`src/rtl/width_upsize.sv`:
```
// Narrow-to-wide stream packer: RATIO beats of IN_W bits -> one IN_W*RATIO word; optional
// partial flush on last_in with lane keep bits when WIDTH_UPSIZE_KEEP_EN is defined.
// Latency 1 cycle after the completing beat; ready_in = !valid_out || ready_out (zero-bubble).
module width_upsize #(
    parameter int IN_W      = 8,
    parameter int RATIO     = 2,
    parameter int MSB_FIRST = 1
) (
    input  logic                  clk,
    input  logic                  rst_n,
    input  logic                  valid_in,
    input  logic [IN_W-1:0]       data_in,
    input  logic                  last_in,
    output logic                  ready_in,
    output logic                  valid_out,
    output logic [IN_W*RATIO-1:0] data_out,
    output logic [RATIO-1:0]      keep_out,
    output logic                  last_out,
    input  logic                  ready_out
);

    localparam int OUT_W = IN_W * RATIO;
    localparam int CNT_W = $clog2(RATIO);

    logic [CNT_W-1:0] cnt_q, cnt_d;
    logic [OUT_W-1:0] acc_q, acc_d;
    logic [OUT_W-1:0] word;
    logic [OUT_W-1:0] data_q;
    logic             valid_q;
    logic             in_xfer;
    logic             out_xfer;
    logic             last_cnt;
    logic             complete;

    function automatic int lane_lo(input int k);
        return (MSB_FIRST != 0) ? (RATIO - 1 - k) * IN_W : k * IN_W;
    endfunction

    assign ready_in = !valid_q || ready_out;
    assign in_xfer  = valid_in && ready_in;
    assign out_xfer = valid_q && ready_out;
    assign last_cnt = (cnt_q == CNT_W'(RATIO - 1));

`ifdef WIDTH_UPSIZE_KEEP_EN
    assign complete = in_xfer && (last_cnt || last_in);
`else
    logic unused_last_in;
    assign unused_last_in = last_in;
    assign complete = in_xfer && last_cnt;
`endif

    // Accumulator with the current beat merged into its lane; unfilled lanes are
    // already zero because the accumulator is cleared on every completion.
    always_comb begin
        word = acc_q;
        for (int k = 0; k < RATIO; k++) begin
            if (cnt_q == CNT_W'(k)) begin
                word[lane_lo(k) +: IN_W] = data_in;
            end
        end
    end

    always_comb begin
        acc_d = acc_q;
        cnt_d = cnt_q;
        if (complete) begin
            acc_d = '0;
            cnt_d = '0;
        end else if (in_xfer) begin
            acc_d = word;
            cnt_d = cnt_q + 1'b1;
        end
    end

    always_ff @(posedge clk or negedge rst_n) begin
        if (!rst_n) begin
            acc_q   <= '0;
            cnt_q   <= '0;
            data_q  <= '0;
            valid_q <= 1'b0;
        end else begin
            acc_q <= acc_d;
            cnt_q <= cnt_d;
            if (complete) begin
                data_q  <= word;
                valid_q <= 1'b1;
            end else if (out_xfer) begin
                valid_q <= 1'b0;
            end
        end
    end

`ifdef WIDTH_UPSIZE_KEEP_EN
    logic [RATIO-1:0] keep_acc_q, keep_acc_d;
    logic [RATIO-1:0] keep_new;
    logic [RATIO-1:0] keep_q;
    logic             last_q;

    // Keep bits are in arrival order, independent of lane placement.
    assign keep_new = keep_acc_q | ({{(RATIO-1){1'b0}}, 1'b1} << cnt_q);

    always_comb begin
        keep_acc_d = keep_acc_q;
        if (complete) begin
            keep_acc_d = '0;
        end else if (in_xfer) begin
            keep_acc_d = keep_new;
        end
    end

    always_ff @(posedge clk or negedge rst_n) begin
        if (!rst_n) begin
            keep_acc_q <= '0;
            keep_q     <= '0;
            last_q     <= 1'b0;
        end else begin
            keep_acc_q <= keep_acc_d;
            if (complete) begin
                keep_q <= keep_new;
                last_q <= last_in;
            end
        end
    end

    assign keep_out = keep_q;
    assign last_out = last_q;
`else
    assign keep_out = '1;
    assign last_out = 1'b0;
`endif

    assign valid_out = valid_q;
    assign data_out  = data_q;

endmodule

```
`config.mk`:
```
export PLATFORM = sky130hd
export DESIGN_NAME = width_upsize
export DESIGN_NICKNAME = d
export VERILOG_FILES = /design/src/rtl/width_upsize.sv
export SDC_FILE = /design/constraint.sdc
export NUM_CORES = 1
export LEC_CHECK = 0
export ABC_AREA = 1
export CELL_PAD_IN_SITES_DETAIL_PLACEMENT = 0
export CELL_PAD_IN_SITES_GLOBAL_PLACEMENT = 2
export CORE_ASPECT_RATIO = 0.5
export CORE_MARGIN = 2
export CORE_UTILIZATION = 25
export DETAILED_ROUTE_END_ITERATION = 8
export PLACE_DENSITY = 0.8
export SYNTH_ARGS = -nofsm -noshare
export SYNTH_HDL_FRONTEND = slang
export SYNTH_SLANG_ARGS = --single-unit
```
`constraint.sdc`:
```
create_clock -name clk -period 1.1 [get_ports clk]
set_clock_uncertainty 0.15 [all_clocks]
set_input_delay 0.11 -clock clk [delete_from_list [all_inputs] [get_ports clk]]
set_output_delay 0.11 -clock clk [all_outputs]
set_load 0.05 [all_outputs]
```
# Word level (Yosys, flattened, before mapping)
# Cells that the tools add are included.
# Widths: inputs -> output; s select.
dict set report word_totals {
  latch_bits 0
  inputBits 13
  mem_bits_ro 0
  word_cells 20
  n_memories 0
  ram_bits 0
  out_inout_bits 21
  ff_bits 34
}
dict set report op_classes {
  n_reduce_logical 7
  order_cmp 0
  add_sub_neg 1
  muxes 8
  n_eq_ne 0
  n_mul 0
  bitwise 0
  n_shift 0
  n_div 0
}
# operator count
set op_table {}
lappend op_table {{$mux 16} 2}
lappend op_table {{$mux 8} 2}
lappend op_table {{$mux 1} 4}
lappend op_table {{$reduce_bool 2->1} 2}
lappend op_table {{$logic_and 1x1->1} 3}
lappend op_table {{$add 1x1->1 const B} 1}
lappend op_table {{$logic_not 1->1} 1}
lappend op_table {{$logic_or 1x1->1} 1}

# Logic depth before layout (Yosys ltp)
dict set report logic_depth {
  depth_word 5
  mapped_depth 6
  depth_no_buf 5
}

# Worst setup path before layout
# OpenSTA, ideal clock, no wires.
dict set report synth_path {
  path_type {register to register}
  start {register valid_q, in the netlist valid_out}
  end {register data_q[10], in the netlist data_out[10]}
  period_less_slack_ns 1.472
  arrival_ns 1.202
  required_ns 0.831
  path_stages_with_launch 6
  n_path_buf 2
  setup_time_ns 0.119
  slack_ns -0.372
  path_cell_list {dfrtp_1 -> nand2_4 -> buf_8 -> buf_12 -> nand4_1 -> nand2_1}
}
dict set report synth_via {
  elab_chain_cells 4
}
# item line_no
set synth_rtl {}
lappend synth_rtl {{from (decl)} 29} ;# logic valid_q;
lappend synth_rtl {{from (signal assigned)} 80} ;# valid_q <= 1'b0;
lappend synth_rtl {{from (signal assigned)} 86} ;# valid_q <= 1'b1;
lappend synth_rtl {{from (signal assigned)} 88} ;# valid_q <= 1'b0;
lappend synth_rtl {{$logic_not 1->1} 39} ;# assign ready_in = !valid_q || ready_out;
lappend synth_rtl {{$logic_or 1x1->1} 39}
lappend synth_rtl {{via ready_in} 14} ;# output logic ready_in,
lappend synth_rtl {{$logic_and 1x1->1} 40} ;# assign in_xfer = valid_in && ready_in;
lappend synth_rtl {{$logic_and 1x1->1} 49} ;# assign complete = in_xfer && last_cnt;
lappend synth_rtl {{to (signal assigned)} 85} ;# data_q <= word;
lappend synth_rtl {{to (decl)} 28} ;# logic [OUT_W-1:0] data_q;
# The timed path passes the listed nets, and every way through them passes these cells.
# A chain may end at the register's enable or synchronous reset.

# Worst setup path in the final report
dict set report layout_path {
  start {register valid_q, in the netlist valid_out}
  end {output port ready_in}
}
dict set report layout_via {
  elab_chain_cells 2
}
# item line_no
set layout_rtl {}
lappend layout_rtl {{$logic_not 1->1} 39}
lappend layout_rtl {{$logic_or 1x1->1} 39}
lappend layout_rtl {{to (decl)} 14}
# Every way passes these cells.

==> key figures <==
Run status
  • Status: complete, but fails checks
  • Failing checks: setup timing

Cells and area
  • Final Util: 43.6%
  • Share of cells above drive strength 1: 42.4%
  • Synthesis-to-finish area growth: 63.6%
  • Final-stage net count: 184
  • Antenna Cells: 0

CTS
  • CTS buffer count: 3
  • Num Clock Sinks: 26
  • H-Tree Depth: 1
  • Clk slew on worst S/H paths: 0.09 ns
  • Clock latency on the worst-skew pair: 0.27 ns
  • CTS tree: done
  • Clk Tree Root Cell: clkbuf_8
  • CTS Buffer Depth: 2

STA
  • Hold Fails Final Rpt: 0
  • F_max: 0.791 GHz
  • Fin worst setup slack: -0.165 ns
  • Worst hold slack: 0.0382 ns
  • Max Slew Vio Count: 0
  • Count of final setup violators: 37
  • Tcrit/Tclk final: 115%
  • RSZ-0062 raised after global routing: yes
  • Min Clock Period, post-route: 1.26 ns

Worst hold path
  • Worst hold path type: in2async

Detailed routing
  • Wirelength per Cell: 12.1 um
  • Via density: 4.25
  • DRC Markers: 0
  • Iter 0 DRT Violations: 32
  • Total routed wirelength: 2.85 mm
  • DRT Pass-1 Iters: 5
  • Post-DRT Antenna Nets: 0
  • Via count: 1,004

Critical path
  • R2R setup slack: -0.13 ns
  • WS Path Type: reg2out
  • Critical path arrival: 1.00 ns
  • CP delay by family, top: flip-flops
  • Slowest CP cell: dfrtp_2
  • Setup crit start kind: flip-flop
  • CP Data Required Time: 0.84 ns
  • CP max stage delay: 0.43 ns
  • CP max FO: 3
  • Critical path capture point type: primary output
  • Crit path buffers/inverters: 2
  • Cell Chain, Critical Path: nand2_4, buf_6, buf_12

Die
  • # IOs: 34
  • Die H: 53.2 um
  • Row count: 17
  • Chip Width: 102 um
  • Die area: 5440 um2
  • CORE AREA: 4530 um2
  • Initial core utilization: 26.7%

Power
  • Leakage: 0.000943 uW
  • P per Cell Area: 2890 nW/um2
  • Total power: 5710 uW
  • VDD IR-drop max: 1.06 mV

Placement
  • DPL Wire Length: 1.85 mm
  • Placement Setup Slack: -0.321 ns
  • Buffers added on ports: 29
  • RD Place Congestion: 0.743

Global routing
  • Gr usage total: 11.1%
  • Number of global-route vias before repair: 969
  • Grt ovf: 0
  • Initial antenna violation count: 0
  • Pin count of the biggest net entering global routing: 27
  • First-pass GRT wire length: 4.52 mm

Synthesis
  • Syn Std Cell Area: 1210 um2
  • Mapped Cells: 121
  • Synth Register Bits: 26
  • Count of unique library cells instantiated by Yosys: 15
  • Synth warn: 0
  • Register area share after synthesis: 53.8%
  • Avg Cell Area, Syn: 9.99 um2

Flow run
  • Max-cap violations: 0
==> through the flow <==
step                cells  area [um2]  TNS (ns)
floorplan             122        1210     -3.69
global placement      214        1750     -6.83
detailed placement    214        1750     -7.27
CTS                   228        1900     -2.28
global route          236        1980     -4.36
finish                236        1980     -2.42
==> flip-flops by register name, summed over array words and instances, names as in the netlist <==
signal,cells
cnt_q,1
valid_out,1
data_out,16
acc_q,8
==> placed cells by master (no fill, tap or decap) <==
cell              n
nand2_1          42
dfrtp_1          24
buf_12           21
buf_4            20
nand4_1          16
clkdlybuf4s50_1  11
nand2_2           9
o21ai_2           7
nand3_4           3
conb_1            3
clkbuf_8          3
inv_2             2
nand2_4           2
dfrtp_2           2
nand2_8           1
o21ai_1           1
nand3_2           1
clkbuf_1          1
buf_6             1
==> final cells by class <==
| class | instances | area, um2 |
|---|---|---|
| clock buffers | 4 | 45.0 |
| fillers | 437 | 2550 |
| inverters | 2 | 7.51 |
| multi-input cells | 85 | 497 |
| flip-flops and latches | 26 | 653 |
| well taps | 66 | 82.6 |
| repair buffers | 53 | 692 |
==> routing by layer <==
| layer | global-route usage [%] | wire length (um) | vias to the layer above |
|---|---|---|---|
| met4 | 4.00 | 28 | 0 |
| li1 | - | - | 497 |
| met5 | 0 | 0 | - |
| met3 | 3.43 | 115 | 4 |
| met2 | 19.5 | 1420 | 23 |
| met1 | 13.0 | 1280 | 480 |
==> logic make-up (layout without fill, tap and decap cells) <==
family          count (synthesis)  in the layout  synth area share (%)
compound gates                  8              8                  5.49
buf+inv                        14             59                  11.0
flops                          26             26                  53.8
other cells                     2              3                 0.621
simple gates                   71             74                  29.1
==> cells in the mapped netlist <==
cell | instances | area (um2)
buf_12 | 1 | 20.0
buf_4 | 6 | 45.0
buf_6 | 4 | 45.0
buf_8 | 1 | 15.0
conb_1 | 2 | 7.51
dfrtp_1 | 26 | 651
inv_2 | 2 | 7.51
nand2_1 | 47 | 176
nand2_2 | 4 | 25.0
nand2_4 | 2 | 22.5
nand3_2 | 1 | 10.0
nand3_4 | 1 | 17.5
nand4_1 | 16 | 100
o21ai_1 | 1 | 5.00
o21ai_2 | 7 | 61.3
==> worst register-to-register path, cell delays in order (launching register included) <==
cell	delay, ns
dfrtp_2	0.43
nand2_4	0.08
buf_4	0.18
buf_12	0.14
nand4_1	0.11
nand2_1	0.09
==> worst paths after layout <==
check / startpoint / endpoint / depth (start not counted)
max in group asynchronous: rst_n / cnt_q$_DFFE_PN0P_ / 2
min in group clk: data_in[6] / acc_q[14]$_DFFE_PN0P_ / 3
min reg2reg: acc_q[12]$_DFFE_PN0P_ / acc_q[12]$_DFFE_PN0P_ / 2
max: valid_out$_DFFE_PN0P_ / ready_in / 3
min: rst_n / data_out[15]$_DFFE_PN0P_ / 2
max reg2reg: valid_out$_DFFE_PN0P_ / data_out[1]$_DFFE_PN0P_ / 5
==> report_power, final <==
group          switching (uW)  internal (uW)
sequential                387           1330
combinational            1760           1700
clock                     280            259
==> repair_timing <==
| action | 4_1_cts | 5_1_grt |
|---|---|---|
| endpoints found under the setup margin | 44 | 44 |
| hold endpoints to repair | 0 | 0 |
| resized for setup | 4 | 6 |
| hold buffers | 0 | 0 |
| setup buffers | 8 | 7 |
| cloned | 2 | 1 |
| pin swaps | 2 | 0 |
Note: power is estimated with default switching activity, not from simulation.
